==> config.mk <==
export PLATFORM = sky130hd
export DESIGN_NAME = dualmem_stream_reader
export DESIGN_NICKNAME = d
export VERILOG_FILES = /design/src/rtl/dualmem_stream_reader.sv
export SDC_FILE = /design/constraint.sdc
export NUM_CORES = 1
export LEC_CHECK = 0
export CAP_MARGIN = 20
export CORE_ASPECT_RATIO = 1.25
export CORE_MARGIN = 4
export CORE_UTILIZATION = 54
export CTS_CLUSTER_SIZE = 16
export DETAILED_ROUTE_END_ITERATION = 12
export PLACE_DENSITY = 0.92
export SYNTH_ARGS = -nofsm -noshare
export SYNTH_HDL_FRONTEND = slang
export SYNTH_SLANG_ARGS = --single-unit
==> constraint.sdc <==
create_clock -name clk_i -period 9.1 [get_ports clk_i]
set_input_delay 0.91 -clock clk_i [delete_from_list [all_inputs] [get_ports clk_i]]
set_output_delay 0.91 -clock clk_i [all_outputs]
set_load 0.01 [all_outputs]
==> src/rtl/dualmem_stream_reader.sv <==
// Burst read initiator for one port of a byte-write dual-port RAM.
// Issues sequential reads and re-times the 1-cycle RAM latency into a valid/ready stream.
module dualmem_stream_reader #(
    parameter int ADDR_W = 9,
    parameter int DATA_W = 64,
    parameter int LEN_W  = ADDR_W + 1
) (
    input  logic                  clk_i,
    input  logic                  rst_i,
    input  logic                  start_i,
    input  logic                  abort_i,
    input  logic [ADDR_W-1:0]     base_addr_i,
    input  logic [LEN_W-1:0]      len_i,
    output logic                  busy_o,
    output logic                  done_o,
    output logic                  aborted_o,
    output logic                  mem_en_o,
    output logic [DATA_W/8-1:0]   mem_we_o,
    output logic [ADDR_W-1:0]     mem_addr_o,
    output logic [DATA_W-1:0]     mem_wdata_o,
    input  logic [DATA_W-1:0]     mem_rdata_i,
    output logic                  tvalid_o,
    input  logic                  tready_i,
    output logic [DATA_W-1:0]     tdata_o,
    output logic                  tlast_o
);

    typedef enum logic [1:0] {IDLE, RUN, DONE} state_t;

    localparam int unsigned      DEPTH   = 1 << ADDR_W;
    localparam logic [LEN_W-1:0] MAX_LEN = LEN_W'(DEPTH);

    state_t              state_q, state_d;
    logic [ADDR_W-1:0]   base_q, base_d;
    logic [LEN_W-1:0]    len_q, len_d;
    logic [LEN_W-1:0]    issued_q, issued_d;
    logic [LEN_W-1:0]    beats_q, beats_d;
    logic                aborted_q, aborted_d;
    logic                inflight_q;
    logic [DATA_W-1:0]   buf_q [2];
    logic                rd_ptr_q, wr_ptr_q;
    logic [1:0]          count_q;

    logic                pop, push, flush, mem_en;
    logic [LEN_W-1:0]    len_clamp;
    logic [2:0]          occ;

    assign len_clamp = (len_i > MAX_LEN) ? MAX_LEN : len_i;
    assign pop       = tvalid_o & tready_i;
    assign occ       = {1'b0, count_q} + {2'b00, inflight_q};

    always_comb begin
        state_d   = state_q;
        base_d    = base_q;
        len_d     = len_q;
        issued_d  = issued_q;
        beats_d   = beats_q;
        aborted_d = aborted_q;
        mem_en    = 1'b0;
        push      = 1'b0;
        flush     = 1'b0;
        case (state_q)
            IDLE: begin
                if (start_i) begin
                    base_d    = base_addr_i;
                    len_d     = len_clamp;
                    issued_d  = '0;
                    beats_d   = '0;
                    aborted_d = 1'b0;
                    state_d   = (len_clamp == '0) ? DONE : RUN;
                end
            end
            RUN: begin
                // pop cannot exceed count_q, so occ - pop never underflows
                mem_en = (issued_q < len_q) && !abort_i &&
                         ((occ - {2'b00, pop}) < 3'd2);
                push = inflight_q;
                if (mem_en) issued_d = issued_q + LEN_W'(1);
                if (pop)    beats_d  = beats_q + LEN_W'(1);
                if (pop && tlast_o) begin
                    state_d = DONE;
                end else if (abort_i) begin
                    state_d   = DONE;
                    aborted_d = 1'b1;
                    push      = 1'b0;
                    flush     = 1'b1;
                end
            end
            DONE:    state_d = IDLE;
            default: state_d = IDLE;
        endcase
    end

    always_ff @(posedge clk_i or posedge rst_i) begin
        if (rst_i) begin
            state_q    <= IDLE;
            base_q     <= '0;
            len_q      <= '0;
            issued_q   <= '0;
            beats_q    <= '0;
            aborted_q  <= 1'b0;
            inflight_q <= 1'b0;
            buf_q[0]   <= '0;
            buf_q[1]   <= '0;
            rd_ptr_q   <= 1'b0;
            wr_ptr_q   <= 1'b0;
            count_q    <= '0;
        end else begin
            state_q    <= state_d;
            base_q     <= base_d;
            len_q      <= len_d;
            issued_q   <= issued_d;
            beats_q    <= beats_d;
            aborted_q  <= aborted_d;
            inflight_q <= mem_en;
            if (flush) begin
                rd_ptr_q <= 1'b0;
                wr_ptr_q <= 1'b0;
                count_q  <= '0;
            end else begin
                if (push) begin
                    buf_q[wr_ptr_q] <= mem_rdata_i;
                    wr_ptr_q        <= ~wr_ptr_q;
                end
                if (pop) rd_ptr_q <= ~rd_ptr_q;
                count_q <= count_q + {1'b0, push} - {1'b0, pop};
            end
        end
    end

    assign busy_o      = (state_q == RUN) || (state_q == DONE);
    assign done_o      = (state_q == DONE);
    assign aborted_o   = (state_q == DONE) && aborted_q;
    assign mem_en_o    = mem_en;
    assign mem_addr_o  = mem_en ? (base_q + issued_q[ADDR_W-1:0]) : '0;
    assign mem_we_o    = '0;
    assign mem_wdata_o = '0;
    assign tvalid_o    = (count_q != '0);
    assign tdata_o     = buf_q[rd_ptr_q];
    // The head entry is always beat number beats_q
    assign tlast_o     = tvalid_o && (beats_q == len_q - LEN_W'(1));

endmodule

==> Implementation_results.wiki <==
{| class="wikitable"
! Metric !! Value
|-
| PortBufs || 166
|-
| Class of the most critical setup path || in -> out
|-
| Relative slew slack || 34.6%
|-
| Remaining number of nets flagged by the antenna check after routing || 0
|-
| Synth warn || 0
|-
| Slew Limit Fails || 0
|-
| Main combinational cell family by area after synthesis || multiplexers
|-
| Core region area || between 15,000 and 20,000 µm²
|-
| Static power due to leakage || 5.52 nW
|-
| Routed wl met2 || 10,700 µm
|-
| CTS tree || done
|-
| Total of fill cells in the finished design || 1,227
|-
| Leading cell type in the layout, fill and taps excluded || sky130_fd_sc_hd__dfrtp_1
|-
| Row Count || 54
|-
| Max Cap Violations || 0
|-
| Residual DRC || 0
|-
| Starting density of the core || 54.7%
|-
| Level count of the clock H-tree || 4
|-
| Number of antenna violations at the first check in global routing || 0
|-
| Post-Synth Adder-Cell Area || slightly below 4%
|-
| Layout overhead on the synthesized area || 21.7%
|-
| Die X-Extent || 127 µm
|-
| DR top layer || met4
|-
| Number of setup violations in the final report || 0
|-
| Total Routing Usage GR || 20.0%
|-
| CP Data Arrival Time || a little under 5 ns
|-
| Fraction of final layout cells with drive strength greater than 1 || between 20% and 30%
|-
| Largest fanout on the critical path || 11
|-
| Syn Area/Cell || 12.6 µm²
|-
| Share of total power in combinational logic || 42.1%
|-
| Most used cells in the layout excluding fill and tap cells || sky130_fd_sc_hd__dfrtp_1, sky130_fd_sc_hd__clkdlybuf4s50_1, sky130_fd_sc_hd__mux2_2
|-
| Root buf cell || sky130_fd_sc_hd__clkbuf_16
|-
| FF+latch count, synth || 175
|-
| Net count, final || 1,026
|-
| Post-Route WL || 20,000 µm
|-
| Type of destination of the critical path || primary output
|-
| Number of diodes || 0
|-
| Unrepaired setup endpoints after global routing || no
|-
| Switching share of total power || 33.6%
|-
| Via count of the first global-routing pass || 6,420
|-
| Number of enable-type register cells in the synthesized netlist || 0
|-
| I/O pins || between 200 and 250
|-
| DIE AREA || around 20,000 µm²
|-
| Run status || finished, final reports clean
|-
| Skew final || 0.0111 ns
|-
| Weighted congestion at the end of routability-driven global placement || 0.881
|-
| Clock transition at the register clock pins on the worst setup and hold paths after CTS || 0.07 ns
|-
| Maximum clock insertion buffer count || 2
|-
| Number of CTS-inserted buffers || 17
|-
| Amount of wire on met3 after detailed routing || 1570 µm
|-
| Min cycle time layout || about 5.7 ns
|-
| Post-synthesis instance area || 9500 µm²
|-
| Mux share of post-synthesis cell area || 26.5%
|-
| Number of hold violations in the final report || 0
|-
| Clock latency of the later-clocked register in the worst-skew pair || roughly 0.43 ns
|-
| IR Drop Worst-Case VDD || 0.000167 V
|-
| Switching power || roughly 0.0011 W
|-
| Sequential-to-total area share from yosys stat || 46.1%
|-
| Top_reg_cell synth || sky130_fd_sc_hd__dfrtp_1
|-
| Maximum number of pins on one net before global-route repair || 97
|-
| Number of gates resized after cts || 0
|-
| Post-route clock period utilization || 63.1%
|-
| Flop2flop setup slack || a little under 5 ns
|-
| Xor/xnor cell area share of the yosys netlist || 3.32%
|-
| Maximum operating frequency || between 150 and 200 MHz
|-
| Cell area power density || 275 nW/µm²
|-
| Height of the die || 156 µm
|-
| Fraction of the mapped netlist area in simple logic gates || 5.87%
|-
| Measured slew at the worst slew-check pin || 0.956 ns
|-
| Post-route setup TNS || 0 ns
|-
| Share of flip-flops with an asynchronous set or reset || 100%
|-
| Worst min-delay path category || reg -> reg
|-
| Detailed-routing wirelength on met1 || 7490 µm
|-
| Post-synthesis cell count || 752
|-
| Post CTS Setup Buffer Count || 0
|-
| Fin Hold WS || 0.501 ns
|-
| Nature of the critical path startpoint || input pin
|-
| Post-synthesis cell type count || 53
|-
| Multi-input gate area in the final layout || 4510 µm²
|-
| First DRT Iteration DRCs || 413
|-
| Clock sink count || 175
|-
| Clock power share || around 23%
|-
| 1st-pass router iterations || 4
|-
| Grt total ovfl || 0
|-
| Critical path required time || between 8 and 9 ns
|-
| Sequential share of power || about a third
|-
| Wire length of the first global-routing pass || 31,900 µm
|-
| Avg Vias per Cell || approximately 5.3
|-
| Area occupied by registers || 4380 µm²
|-
| Via count || 6,095
|-
| Compound-Gate Fraction of Synth Area || under 10%
|-
| Internal power of the cells || 0.00212 W
|-
| Average detailed-routed wire length per instance || 17.5 µm
|-
| Number of buffers inserted for hold repair after clock tree synthesis || 0
|-
| HPWL after detailed placement || roughly 14,000 µm
|}
## kinds of logic (layout without fill, tap and decap cells)
logic type	after synthesis	after routing
simple gates	109	109
mux	204	204
buf+inv	130	230
other cells	1	72
xor+xnor	36	36
flops	175	175
fa+ha+maj	28	28
compound gates	69	69
## sequential cells by signal, indices dropped and copies added (netlist names)
register and count:
issued_q 10, state_q 2, buf_q 128, rd_ptr_q 1
count_q 2, inflight_q 1, wr_ptr_q 1, aborted_q 1
beats_q 10, len_q 10, base_q 9
## cell type report
class | count | area share (%)
multi-input combinational | 518 | 39.0
sequential | 175 | 37.9
timing repair buffer | 172 | 14.8
clock buffer | 17 | 3.68
tap | 224 | 2.42
clock inverter | 15 | 1.42
inverter | 26 | 0.887
## routing by layer
| metal | vias up | track usage, % |
|---|---|---|
| li1 | 2806 | - |
| met1 | 3041 | 22.6 |
| met5 | - | 0 |
| met4 | 0 | 6.64 |
| met3 | 27 | 5.77 |
| met2 | 221 | 36.3 |
## final timing paths
path / startpoint / end / cells after the start
max: tready_i / mem_addr_o[4] / 11
min: aborted_q / aborted_q / 2
max reg2reg: count_q[1] / issued_q[3] / 13
min reg2reg: aborted_q / aborted_q / 2
max in group asynchronous: rst_i / buf_q[82] / 3
min in group asynchronous: rst_i / buf_q[121] / 2
## power by group through the flow
stage	logic, W	clock network (W)	registers, W
floorplan	0.000896	0	0.00108
global placement	0.00131	0	0.00112
detailed placement	0.00134	0	0.00113
CTS	0.00135	0.000732	0.00112
global route	0.00145	0.000765	0.00115
finish	0.00134	0.000717	0.00112
## worst max-delay path: stages
cell and delay, ns:
sky130_fd_sc_hd__clkdlybuf4s50_1 0.49, sky130_fd_sc_hd__nand2_1 0.11, sky130_fd_sc_hd__inv_1 0.10, sky130_fd_sc_hd__ha_1 0.22
sky130_fd_sc_hd__nand2b_1 0.15, sky130_fd_sc_hd__fa_1 0.49, sky130_fd_sc_hd__nand2b_1 0.05, sky130_fd_sc_hd__a2111oi_0 0.84
sky130_fd_sc_hd__nand3_1 0.58, sky130_fd_sc_hd__nor3_1 0.32, sky130_fd_sc_hd__clkdlybuf4s50_1 0.57
## cell usage after synthesis, types with 3 or more instances
master / number / area share [%]
sky130_fd_sc_hd__buf_2: 7 / 0.37
sky130_fd_sc_hd__o21ai_0: 19 / 1.0
sky130_fd_sc_hd__nor2_1: 36 / 1.4
sky130_fd_sc_hd__mux2_4: 60 / 9.5
sky130_fd_sc_hd__nand4_1: 5 / 0.33
sky130_fd_sc_hd__a21o_1: 6 / 0.47
sky130_fd_sc_hd__a22o_1: 4 / 0.37
sky130_fd_sc_hd__nor3b_1: 3 / 0.24
sky130_fd_sc_hd__clkbuf_1: 14 / 0.55
sky130_fd_sc_hd__xnor2_1: 13 / 1.2
sky130_fd_sc_hd__nor3_1: 6 / 0.32
sky130_fd_sc_hd__buf_4: 72 / 5.7
sky130_fd_sc_hd__dfrtp_1: 175 / 46
sky130_fd_sc_hd__and3_1: 7 / 0.46
sky130_fd_sc_hd__nor2b_1: 4 / 0.26
sky130_fd_sc_hd__inv_1: 26 / 1.0
sky130_fd_sc_hd__o2111ai_1: 7 / 0.65
sky130_fd_sc_hd__xor2_1: 23 / 2.1
sky130_fd_sc_hd__nand2_1: 19 / 0.75
sky130_fd_sc_hd__nand3_1: 10 / 0.53
sky130_fd_sc_hd__mux2_2: 143 / 17
sky130_fd_sc_hd__buf_6: 4 / 0.47
sky130_fd_sc_hd__nand2b_1: 9 / 0.59
sky130_fd_sc_hd__ha_1: 26 / 3.4
sky130_fd_sc_hd__buf_12: 6 / 1.3
sky130_fd_sc_hd__a21oi_1: 13 / 0.68
## through the flow
stage                     cells  area, µm²  worst slack, ns  total power (W)  util (%)
after CTS                  1147      11600             3.37          0.00321      66.6
after global routing       1147      11600             3.16          0.00336      66.6
after global placement     1115      11000             3.51          0.00243      63.2
after detailed placement   1115      11000             3.39          0.00247      63.2
after floorplan             823       9770             3.44          0.00198         -
final                      1147      11600             3.36          0.00318      66.6
(Power assumes the default switching activity.)
